## src/rtl/contador_mod.sv

```systemverilog
// Parametrised up/down counter with programmable modulus, synchronous load,
// prescaled count enable, wrap/saturate mode and a registered terminal-count pulse.
module contador_mod #(
    parameter int unsigned NBITS    = 4,
    parameter int unsigned PRESCALE = 1
) (
    input  logic             clk,
    input  logic             reset,
    input  logic             en,
    input  logic             count_up,
    input  logic             load,
    input  logic [NBITS-1:0] load_val,
    input  logic [NBITS-1:0] limit,
    input  logic             sat_mode,
    output logic [NBITS-1:0] count,
    output logic             tc,
    output logic             at_max,
    output logic             at_min
);

    localparam int unsigned PW = (PRESCALE > 1) ? $clog2(PRESCALE) : 1;

    logic [NBITS-1:0] count_q, count_d;
    logic             tc_q, tc_d;
    logic             step;

    generate
        if (PRESCALE > 1) begin : g_presc
            localparam logic [PW-1:0] PsLast = PW'(PRESCALE - 1);
            logic [PW-1:0] presc_q, presc_d;

            always_comb begin
                presc_d = presc_q;
                if (load) begin
                    presc_d = '0;
                end else if (en) begin
                    presc_d = (presc_q == PsLast) ? '0 : presc_q + PW'(1);
                end
            end

            always_ff @(posedge clk or posedge reset) begin
                if (reset) begin
                    presc_q <= '0;
                end else begin
                    presc_q <= presc_d;
                end
            end

            assign step = en && !load && (presc_q == PsLast);
        end else begin : g_nopresc
            assign step = en && !load;
        end
    endgenerate

    always_comb begin
        count_d = count_q;
        tc_d    = 1'b0;
        if (load) begin
            count_d = (load_val > limit) ? limit : load_val;
        end else if (step) begin
            if (count_up) begin
                if (count_q < limit) begin
                    count_d = count_q + NBITS'(1);
                end else if (!sat_mode) begin
                    count_d = '0;
                    tc_d    = 1'b1;
                end
            end else begin
                // A limit lowered below the current count pulls the count back into range.
                if (count_q > limit) begin
                    count_d = limit;
                end else if (count_q != '0) begin
                    count_d = count_q - NBITS'(1);
                end else if (!sat_mode) begin
                    count_d = limit;
                    tc_d    = 1'b1;
                end
            end
        end
    end

    always_ff @(posedge clk or posedge reset) begin
        if (reset) begin
            count_q <= '0;
            tc_q    <= 1'b0;
        end else begin
            count_q <= count_d;
            tc_q    <= tc_d;
        end
    end

    assign count  = count_q;
    assign tc     = tc_q;
    assign at_max = (count_q >= limit);
    assign at_min = (count_q == '0);

endmodule
```

## config.mk

```make
export PLATFORM = sky130hd
export DESIGN_NAME = contador_mod
export DESIGN_NICKNAME = d
export VERILOG_FILES = /design/src/rtl/contador_mod.sv
export SDC_FILE = /design/constraint.sdc
export NUM_CORES = 1
export LEC_CHECK = 0
export ABC_AREA = 1
export BUFFER_PORTS_ARGS = -buffer_cell sky130_fd_sc_hd__buf_2
export CORE_MARGIN = 8
export CORE_UTILIZATION = 30
export DETAILED_ROUTE_END_ITERATION = 12
export HOLD_SLACK_MARGIN = 0.03
export MAX_ROUTING_LAYER = met4
export PLACE_DENSITY = 0.57
export RECOVER_POWER = 100
export SLEW_MARGIN = 30
export SYNTH_ARGS = -nofsm -noshare
export SYNTH_HDL_FRONTEND = slang
export SYNTH_SLANG_ARGS = --single-unit
```

## constraint.sdc

```tcl
create_clock -name clk -period 3.1 [get_ports clk]
set_input_delay 0.155 -clock clk [delete_from_list [all_inputs] [get_ports clk]]
set_output_delay 0.155 -clock clk [all_outputs]
set_load 0.02 [all_outputs]
```

==> results.md <==
- Max-slew violations: 0
- CTS root buf: clkbuf_4
- Per-cell routed wire length: 12.0 um
- Core area: ~2700 sq um
- Routability cong.: 0.844
- Setup violations, final: 0
- CP most frequent cell: nand2_1
- Final period utilization: 65.9%
- Max Freq: 489 MHz
- Clk sinks: 5
- Sequential-to-total area share from yosys stat: 14.9%
- Critical path's slowest cell: dfrtp_1
- Setup WS pre-CTS: approximately 1.3 ns
- Worst-path cell chain: ha_1 > inv_1 > o21bai_2 > nand2_2 > nand2_1 > nand3_1 > nand2_1 > inv_2 > nand2_1 > inv_4 > nor2_1 > a21oi_2
- Required time worst endpoint: 3.23 ns
- Initial antenna violation count: 0
- Lkg Pwr: 0.557 nW
- Worst Path Buf+Inv: 3
- RSZ-0062 raised after global routing: no
- Worst Hold Path EP: tc$_DFF_PP0_
- First-pass GRT wire length: 3.82 mm
- MaxCap Viol Count: 0
- Final hold slack: 0.136 ns
- Register-to-Register Path Depth: 12
- # DRC: 0
- Critical Path Source Type: flop
- Vias: 904
- IO Pins: 21
- Area post-placement: 971 sq um
- Most area-hungry cell type in the Yosys netlist: nand2_1
- Worst hold path startpoint: sat_mode
- Bufs on Longest Clock Path: 2
- R2R Path Start: count[1]$_DFFE_PP0P_
- H-tree depth: 1
- Worst R2R End: count[3]$_DFFE_PP0P_
- Primary FF master, synth: dfrtp_1
- First-pass DRT Iterations: 4
- Area delta synth->final: 16.4%
- Tmin final: 2.04 ns
- Dpl hpwl: around 1.9 mm
- Layout cell share with drive strength beyond 1: 24.5%
- Yosys top cell area share: 16.1%
- Setup Skew: 0.00190 ns
- Die area: roughly 4700 sq um
- Dominant cells by area after synthesis: nand2_1 16%, dfrtp_1 15%, ha_1 15%
- Crit-path max cell delay: 0.47 ns
- Worst EP arrival: 2.17 ns
- Post-DRT Antenna Nets: 0
- Seq cells post-synth: 5
- Initial Util: between 30% and 40%
- # rows: 19
- Mapped Nets: 155
- Post-Layout Inst Area: 975 sq um
- Slew HR: about four fifths
- Clk pin slew, worst setup/hold paths: 0.04 ns
- Hold Crit Depth: 2
- Post-synth EDFFs: 0
- Post-Syn Instances: 131
- PostCTS Resize Cnt: 0
- CP top delay family: simple AND/OR/NAND/NOR gates
- Die H: 68.8 um
- Yosys cell types: 23
- Worst Tran Pin Value: 0.305 ns
- Worst skew pair latency: 0.24 ns
- Asr flop ratio synth: between 90% and 100%
- Largest net degree at the start of global routing: 9
- Port Buffers: 20
- Avg Inst Size Synth: 6.39 sq um
- CTS Buf Count: 3
- Peak VDD IR: roughly 0.00026 V
- Critical path class: flop to flop
- Hold Fails Final Rpt: 0
- Total Routed Length: 2.23 mm
- Vias in the first global route: 887
- Via density: 4.86
- Final setup margin: around 1.1 ns
- Antenna Cells: 0
- Nets: 180
- CP Capture Type: flop
- Number of DRC violations after detailed-routing iteration 0: 28
- GRT overflow: 0
- Die width: 68.8 um
- R2r setup slk: 1.06 ns
- Min-Delay Path Class: input pin to flop
- Synthesized area: between 800 and 900 sq um
- Crit Path Max Fanout: 7
- CTS tree: built
- Total power per unit cell area: slightly below 600 nW/um^2
- Setup total negative slack: 0 ns
- Tot GR Track Use: 10.7%
- Ys Warns: 0
- Run status: completed
[flip-flops by register name, indices dropped and copies added, names as in the netlist]
register,count
tc,1
count,4
[worst register-to-register path, stage by stage (launching register included)]
cell,delay [ns]
dfrtp_1,0.47
ha_1,0.34
inv_1,0.05
o21bai_2,0.11
nand2_2,0.06
nand2_1,0.22
nand3_1,0.11
nand2_1,0.09
inv_2,0.03
nand2_1,0.22
inv_4,0.07
nor2_1,0.13
a21oi_2,0.04
[repair_timing]
action	4_1_cts	5_1_grt
buffers inserted	0	0
hold endpoints to repair	5	0
hold buffers	1	0
[stage by stage]
| step | std cells | total power, mW | utilization, % |
|---|---|---|---|
| 6_report | 186 | 0.567 | 36.0 |
| 5_1_grt | 186 | 0.635 | 36.0 |
| 4_1_cts | 186 | 0.599 | 37.2 |
| 3_5_place_dp | 181 | 0.516 | 35.8 |
| 3_3_place_gp | 181 | 0.513 | 35.8 |
| 2_1_floorplan | 131 | 0.417 | - |
[cells in the mapped netlist (2+ instances only)]
library cell / n
xor2_1: 2
nand3_1: 15
nor2_1: 10
nor2_2: 6
nand2_4: 3
ha_1: 10
inv_4: 2
a21oi_1: 7
a21oi_2: 4
nand2_1: 36
inv_2: 5
inv_1: 13
o21ai_1: 2
o21ai_0: 3
dfrtp_1: 5
[power breakdown]
group / internal [mW] / switching [mW] / total, mW / leakage [nW]
combinational: 0.133 / 0.245 / 0.378 / 0.481
sequential: 0.0819 / 0.0319 / 0.114 / 0.0609
clock: 0.0486 / 0.0262 / 0.0749 / 0.0150
total: 0.264 / 0.303 / 0.567 / 0.557
[layout make-up]
type / count / area [sq um]
Clock buffer: 4 / 26.3
Fill cell: 318 / 1740
Inverter: 20 / 80.1
Multi-Input combinational cell: 105 / 602
Sequential cell: 5 / 125
Tap cell: 31 / 38.8
Timing Repair Buffer: 21 / 103
[logic make-up (layout without fill, tap and decap cells)]
logic type               Yosys count  count (layout)  synth area share [%]
adder cells (fa/ha/maj)           10              10                  14.9
XOR/XNOR                           2               2                  2.09
buffers and inverters             21              45                  10.2
AND/OR/NAND/NOR                   76              76                  45.1
AO/OA/AOI/OAI                     17              17                  12.7
flip-flops                         5               5                  14.9
[placed cells by master, fill, tap and decap left out, types with 5 or more instances in the layout]
cell      count
a21oi_1       7
buf_2        14
clkbuf_1      7
dfrtp_1       5
ha_1         10
inv_1        13
inv_2         5
nand2_1      38
nand3_1      16
nor2_1       12
[how the worst max path moves through the flow]
stage | start | end | slack [ns] | cells after the start
floorplan | count[1]$_DFFE_PP0P_ | count[1]$_DFFE_PP0P_ | 1.40 | 12
global placement | count[1]$_DFFE_PP0P_ | count[0]$_DFFE_PP0P_ | 1.32 | 12
detailed placement | count[1]$_DFFE_PP0P_ | count[2]$_DFFE_PP0P_ | 1.30 | 12
CTS | count[1]$_DFFE_PP0P_ | count[2]$_DFFE_PP0P_ | 1.29 | 12
global route | count[0]$_DFFE_PP0P_ | count[1]$_DFFE_PP0P_ | 0.91 | 12
finish | count[1]$_DFFE_PP0P_ | count[3]$_DFFE_PP0P_ | 1.06 | 12
[routing by layer]
metal | vias up | global-route usage [%] | share of wire, %
met5 | - | - | 0
met4 | 0 | 1.50 | 0
met3 | 0 | 2.42 | 1.9
met2 | 16 | 18.6 | 52
met1 | 414 | 12.7 | 46
li1 | 474 | - | -
Note: power is estimated with default switching activity, not from simulation.
